[src/rtl/data_mem_arbiter.sv]
// data_mem_arbiter: round-robin arbiter sharing one memory port between CPU single accesses and DMA bursts.
module data_mem_arbiter #(
    parameter int ADDR_W = 32,
    parameter int DATA_W = 32,
    parameter int LEN_W  = 4
) (
    input  logic              clk,
    input  logic              rst,
    input  logic              cpu_req,
    input  logic              cpu_we,
    input  logic [ADDR_W-1:0] cpu_addr,
    input  logic [DATA_W-1:0] cpu_wdata,
    output logic              cpu_gnt,
    output logic              cpu_rvalid,
    output logic [DATA_W-1:0] cpu_rdata,
    input  logic              dma_req,
    input  logic              dma_we,
    input  logic [ADDR_W-1:0] dma_addr,
    input  logic [LEN_W-1:0]  dma_len,
    input  logic [DATA_W-1:0] dma_wdata,
    output logic              dma_gnt,
    output logic              dma_rvalid,
    output logic [DATA_W-1:0] dma_rdata,
    output logic              dma_done,
    output logic              wr_en_mem,
    output logic [ADDR_W-1:0] add_mem,
    output logic [DATA_W-1:0] wrd_mem,
    input  logic [DATA_W-1:0] rdd_mem
);
    typedef enum logic [1:0] {IDLE, CPU, DMA} state_t;
    state_t state, state_n;
    logic [LEN_W-1:0] beat, len;
    logic [ADDR_W-1:0] base;
    logic we_l, last_dma, last_beat, elig_cpu, elig_dma;

    always_ff @(posedge clk) begin
        if (rst) state <= IDLE;
        else state <= state_n;
    end

    // A requester whose grant is just finishing is not eligible, which forces a gap between its accesses.
    always_comb begin
        last_beat = state == DMA && beat == len;
        elig_cpu = cpu_req && state != CPU;
        elig_dma = dma_req && !last_beat;
        state_n = (state == DMA && !last_beat) ? DMA :
                  (elig_cpu && elig_dma) ? (last_dma ? CPU : DMA) :
                  elig_cpu ? CPU : elig_dma ? DMA : IDLE;
        cpu_gnt = state == CPU;
        dma_gnt = state == DMA;
        wr_en_mem = cpu_gnt ? cpu_we : dma_gnt && we_l;
        add_mem = cpu_gnt ? cpu_addr : dma_gnt ? base + ADDR_W'(beat) : '0;
        wrd_mem = cpu_gnt ? cpu_wdata : dma_gnt ? dma_wdata : '0;
    end

    always_ff @(posedge clk) begin
        if (rst) begin
            beat <= '0;
            len <= '0;
            base <= '0;
            we_l <= 1'b0;
            last_dma <= 1'b1;
            cpu_rvalid <= 1'b0;
            dma_rvalid <= 1'b0;
            dma_done <= 1'b0;
            cpu_rdata <= '0;
            dma_rdata <= '0;
        end else begin
            cpu_rvalid <= cpu_gnt && !cpu_we;
            dma_rvalid <= dma_gnt && !we_l;
            dma_done <= last_beat;
            if (cpu_gnt && !cpu_we) cpu_rdata <= rdd_mem;
            if (dma_gnt && !we_l) dma_rdata <= rdd_mem;
            if (state_n == CPU) last_dma <= 1'b0;
            if (state_n == DMA && state != DMA) begin
                last_dma <= 1'b1;
                base <= dma_addr;
                len <= dma_len;
                we_l <= dma_we;
            end
            beat <= (state_n == DMA && state == DMA) ? beat + 1'b1 : '0;
        end
    end
endmodule

[config.mk]
export PLATFORM = sky130hd
export DESIGN_NAME = data_mem_arbiter
export DESIGN_NICKNAME = d
export VERILOG_FILES = /design/src/rtl/data_mem_arbiter.sv
export SDC_FILE = /design/constraint.sdc
export NUM_CORES = 1
export LEC_CHECK = 0
export BUFFER_PORTS_ARGS = -buffer_cell sky130_fd_sc_hd__buf_2
export CORE_MARGIN = 3
export CORE_UTILIZATION = 31
export CTS_BUF_LIST = sky130_fd_sc_hd__clkbuf_4
export CTS_CLUSTER_DIAMETER = 100
export DETAILED_ROUTE_END_ITERATION = 10
export GPL_ROUTABILITY_DRIVEN = 0
export SLEW_MARGIN = 20
export SYNTH_ARGS = -nofsm -noshare
export SYNTH_HDL_FRONTEND = slang
export SYNTH_SLANG_ARGS = --single-unit
[constraint.sdc]
create_clock -name clk -period 2.15 [get_ports clk]
set_clock_uncertainty 0.15 [all_clocks]
set_input_delay 0.215 -clock clk [delete_from_list [all_inputs] [get_ports clk]]
set_output_delay 0.215 -clock clk [all_outputs]
set_load 0.03 [all_outputs]
=== Word level (Yosys, flattened, before mapping) ===
Cells that the tools add are included.

* Register bits: 111
* Input port bits: 170
* Output and inout port bits: 134

* Add/sub/neg operators: 2
* Equal/unequal tests: 7
* Multiplexer cells: 10
* Bitwise logic cells: 1
* Reduce and logical (&&, ||, !) cells: 15

{| class="wikitable"
|+ Operators by type and width
! cell !! count
|-
| $mux W32 || 4
|-
| $add A32 B4 Y32 || 1
|-
| $logic_and A1 B1 Y1 || 10
|-
| $mux W2 || 5
|-
| $add A4 B1 Y4 const B || 1
|-
| $eq A2 B1 Y1 const B || 2
|-
| $eq A2 B2 Y1 const B || 2
|-
| $eq A4 B4 Y1 || 1
|-
| $reduce_or A2 Y1 || 2
|-
| $logic_not A1 Y1 || 3
|-
| $ne A2 B1 Y1 const B || 1
|-
| $ne A2 B2 Y1 const B || 1
|-
| $mux W1 || 1
|-
| $not A1 Y1 || 1
|}

=== Logic depth before layout (Yosys ltp) ===
* Depth after elaboration: 12
* Depth in mapped cells: 9

=== Worst setup path after synthesis ===
No wires, ideal clock.

* Kind: reg2out
* From: register beat[0]
* To: output add_mem[30]
* Arrival: 2,561 ps
* Setup slack: -776 ps
* Stages on the path, launching flop included: 10
* Buffers on the path: 1
* Cells stage by stage: dfxtp_1 ha_1 inv_1 fa_1 nand2b_1 a21oi_1 buf_2 nand4_1 xor2_1 o21ai_0

* Word-level cells in the longest chain between the ends: 3

{| class="wikitable"
|+ Ends and longest elaborated chain
! item !! RTL line !! text
|-
| start, declared || 32 || <nowiki>logic [LEN_W-1:0] beat, len;</nowiki>
|-
| start signal, assigned || 81 || <nowiki>beat <= (state_n == DMA && state == DMA) ? beat + 1'b1 : '0;</nowiki>
|-
| $add A32 B4 Y32 || 52 || <nowiki>add_mem = cpu_gnt ? cpu_addr : dma_gnt ? base + ADDR_W'(beat) : '0;</nowiki>
|-
| $mux W32 (2 in a row) || 52 ||
|-
| end, declared || 26 || <nowiki>output logic [ADDR_W-1:0] add_mem,</nowiki>
|}

Every way passes these cells.

=== Worst setup path in the final report ===
* From: register base[0]
* To: output add_mem[22]

* Word-level cells in the longest chain between the ends: 3

{| class="wikitable"
|+ Ends and longest elaborated chain
! item !! RTL line !! text
|-
| start, declared || 33 || <nowiki>logic [ADDR_W-1:0] base;</nowiki>
|-
| start signal, assigned || 77 || <nowiki>base <= dma_addr;</nowiki>
|-
| $add A32 B4 Y32 || 52 ||
|-
| $mux W32 (2 in a row) || 52 ||
|}

Every way passes these cells.

==> results_dict.tcl <==
set metrics [dict create \
    layout_commonest_cell "sky130_fd_sc_hd__buf_2" \
    rsz0062_at_grt "true" \
    detailroute.via_count 6220 \
    tritoncts_sink_count 111 \
    fmaxAchievable_mhz 361 \
    first_global_vias 6163 \
    place_hpwl_um 13800 \
    detail_route.first_pass.iterations 4 \
    starting_density_of_the_core 0.323 \
    areaGrowthSynthToFinish_pct 67.4 \
    period_share 1.29 \
    setup_ws_ns -0.616 \
    p_total_mw 4.76 \
    clockBufferDepth 2 \
    reg2reg_slack_ns 0.27 \
    final_hold_viol_count 0 \
    number_of_storage_elements_in_the_synthesis_netlist 111 \
    pwr_per_cell_area_nw_per_um2 544 \
    failed_checks "setup timing" \
    floorplan.die_area_um2 18500 \
    most-common-layout-cells "sky130_fd_sc_hd__buf_2, sky130_fd_sc_hd__nand2_1, sky130_fd_sc_hd__a21oi_1" \
    route.final.wire_length_um 20400 \
    grt_start_max_net_pins 58 \
    hold_path_class "in2reg" \
    cpMaxStageDelayCell "sky130_fd_sc_hd__dfxtp_2" \
    grt_first_pass_wirelength_um 30600 \
    vdd.ir_drop.worst_mv 0.413 \
    path_clk_slew_ns 0.17 \
    yosys_most_used_dff "sky130_fd_sc_hd__dfxtp_1" \
    crit_path_end_kind "primary output" \
    synth_edf_count 0 \
    worstPathCellList "ha_4 > inv_2 > fa_2 > nand2b_4 > a21oi_4 > buf_12 > nand3_1 > xnor2_1 > a22o_1 > buf_6" \
    syn-mean-instance-area_um2 7.45 \
    routed_wire_length_per_instance_um 15.6 \
    design.final.nets 1264 \
    finish.utilization 0.541 \
    final_period_minus_worst_setup_slack_ns 2.77 \
    diodes 0 \
    track_usage 0.206 \
    floorplan.die.width_um 136 \
    drt_iter0_drc 228 \
    cts_inserted_buffers 9 \
    floorplan.core_area_um2 16200 \
    drv_cap 0 \
    io_buffer_count 303 \
    cts.root.buffer_cell "sky130_fd_sc_hd__clkbuf_4" \
    ctsHtreeMaxLevel 3 \
    grt-ovfl-total 0 \
    fp.dieH_um 136 \
    outcome "complete, but fails checks" \
    power.leakage_nw 3.92 \
    startpoint_to_endpoint_class_of_the_critical_path "reg2out" \
    cp-start-kind "register" \
    floorplan.rows 46 \
    cp_slowest_stage_delay_ns 0.39 \
    post_route_cells_drive_above_1_share 0.398 \
    syn-instance-count 702 \
    synth.distinct_cells 35 \
    crit_fanout 14 \
    tightest_slew_ns 0.511 \
    report.final.setup_viol 31 \
    synth-async-reset-ratio 0 \
    yosysWarnings 0 \
    synthesized_nets 878 \
    tritoncts "built" \
    worst-endpoint-arrival_ns 2.40 \
    ios 304 \
    timing.max_slew.rel_slack 0.656 \
    worstPathRequired_ns 1.78 \
    drt.antenna.violating_nets 0 \
    clkLatencyLatePin_ns 0.46 \
    drv_slew 0 \
    drt_drc_violations_left 0 \
    synth.yosys.seq_area_share 0.425 \
    antenna_found_initial 0 \
    vias_per_cell 4.75 \
    mappedNetlistArea_um2 5230 \
]
cells in the mapped netlist, types with 2 or more instances:
library cell               instances  area share
sky130_fd_sc_hd__clkbuf_1         37       0.027
sky130_fd_sc_hd__nand2_1         241        0.17
sky130_fd_sc_hd__buf_2            11       0.011
sky130_fd_sc_hd__dfxtp_1         111        0.43
sky130_fd_sc_hd__nor3_1            2      0.0019
sky130_fd_sc_hd__inv_1             7      0.0050
sky130_fd_sc_hd__xnor2_1           3      0.0050
sky130_fd_sc_hd__nand3_1          13       0.012
sky130_fd_sc_hd__nor2b_1           3      0.0036
sky130_fd_sc_hd__o21ai_0          21       0.020
sky130_fd_sc_hd__and2_1            2      0.0024
sky130_fd_sc_hd__nand2b_1          6      0.0072
sky130_fd_sc_hd__buf_1             4      0.0029
sky130_fd_sc_hd__and4_1            5      0.0084
sky130_fd_sc_hd__nor4_1            2      0.0024
sky130_fd_sc_hd__nor2_1           14       0.010
sky130_fd_sc_hd__ha_1              5       0.012
sky130_fd_sc_hd__nand4_1          16       0.019
sky130_fd_sc_hd__a21oi_1         108        0.10
sky130_fd_sc_hd__a22o_1           36       0.060
sky130_fd_sc_hd__xor2_1           31       0.052
sky130_fd_sc_hd__o21ai_1           9      0.0086
sky130_fd_sc_hd__and3_1            3      0.0036
through the flow:
| stage | worst slack (ns) | instance area [um^2] | hold WS (ns) | std cells | TNS [ns] |
|---|---|---|---|---|---|
| after global placement | -0.118 | 7360 | 0.289 | 1207 | -1.04 |
| after global routing | -0.769 | 8750 | 0.0515 | 1309 | -19.89 |
| final | -0.616 | 8750 | 0.0707 | 1309 | -15.57 |
| after CTS | -0.667 | 8530 | 0.0344 | 1303 | -14.54 |
| after floorplan | -0.121 | 5360 | 0.193 | 702 | -0.763 |
| after detailed placement | -0.160 | 7360 | 0.294 | 1207 | -1.51 |
layout make-up:
| cell class | instances | area, um^2 |
|---|---|---|
| inverter | 7 | 26.3 |
| clock buffer | 10 | 75.1 |
| timing repair buffer | 429 | 3070 |
| sequential | 111 | 2240 |
| clock inverter | 6 | 52.6 |
| fill | 1526 | 7420 |
| multi-input combinational | 530 | 3020 |
| tap | 216 | 270 |
logic make-up (layout without fill, tap and decap cells):
logic type / Yosys count / in the layout / share of synthesized area
flops: 111 / 111 / 0.425
simple gates: 311 / 311 / 0.253
fa+ha+maj: 6 / 6 / 0.0158
xor+xnor: 34 / 34 / 0.0570
compound gates: 179 / 179 / 0.200
buf+inv: 61 / 452 / 0.0486
per-layer routing:
metal	wire, um	vias up	track usage
met5	0	-	0
met4	182	0	0.0398
met3	1730	16	0.0696
met2	10000	221	0.367
met1	8520	2849	0.244
li1	-	3134	-
path summary, 6_finish.rpt:
path | from | end | cells after the start
setup / recovery | base[0]$_SDFFE_PP0P_ | add_mem[22] | 10
hold / removal | cpu_we | cpu_rdata[23]$_SDFFE_PP0P_ | 5
setup reg to reg | beat[1]$_SDFF_PP0_ | last_dma$_SDFFE_PP1N_ | 8
hold reg to reg | dma_rdata[23]$_SDFFE_PP0P_ | dma_rdata[23]$_SDFFE_PP0P_ | 2
timing repair:
action / CTS / global route
cloned: 1 / 3
endpoints found under the setup margin: 66 / 57
pin swaps: 4 / 8
resized for setup: 73 / 40
hold buffers: 72 / 1
setup buffers: 7 / 5
hold endpoints to repair: 104 / 1
registers in the layout, summed over array words and instances (netlist names):
signal / flops
cpu_rdata: 32
len: 4
dma_rdata: 32
we_l: 1
base: 32
state: 2
dma_done: 1
cpu_rvalid: 1
dma_rvalid: 1
beat: 4
last_dma: 1
worst max-delay path: cells and delay by family (launching register included):
family | cells | cell delay (ns)
AOI/OAI and AO/OA | 2 | 0.38
xor gates and xnor gates | 1 | 0.14
adders and majority gates | 2 | 0.47
buffers and inverters | 3 | 0.32
DFF | 1 | 0.39
and+or+nand+nor | 2 | 0.24
report_power, final:
| group | switching, mW | internal (mW) |
|---|---|---|
| Sequential | 0.0818 | 2.17 |
| Clock | 0.729 | 0.270 |
| Combinational | 0.872 | 0.638 |
No activity file was read; power rests on OpenSTA's default activity.
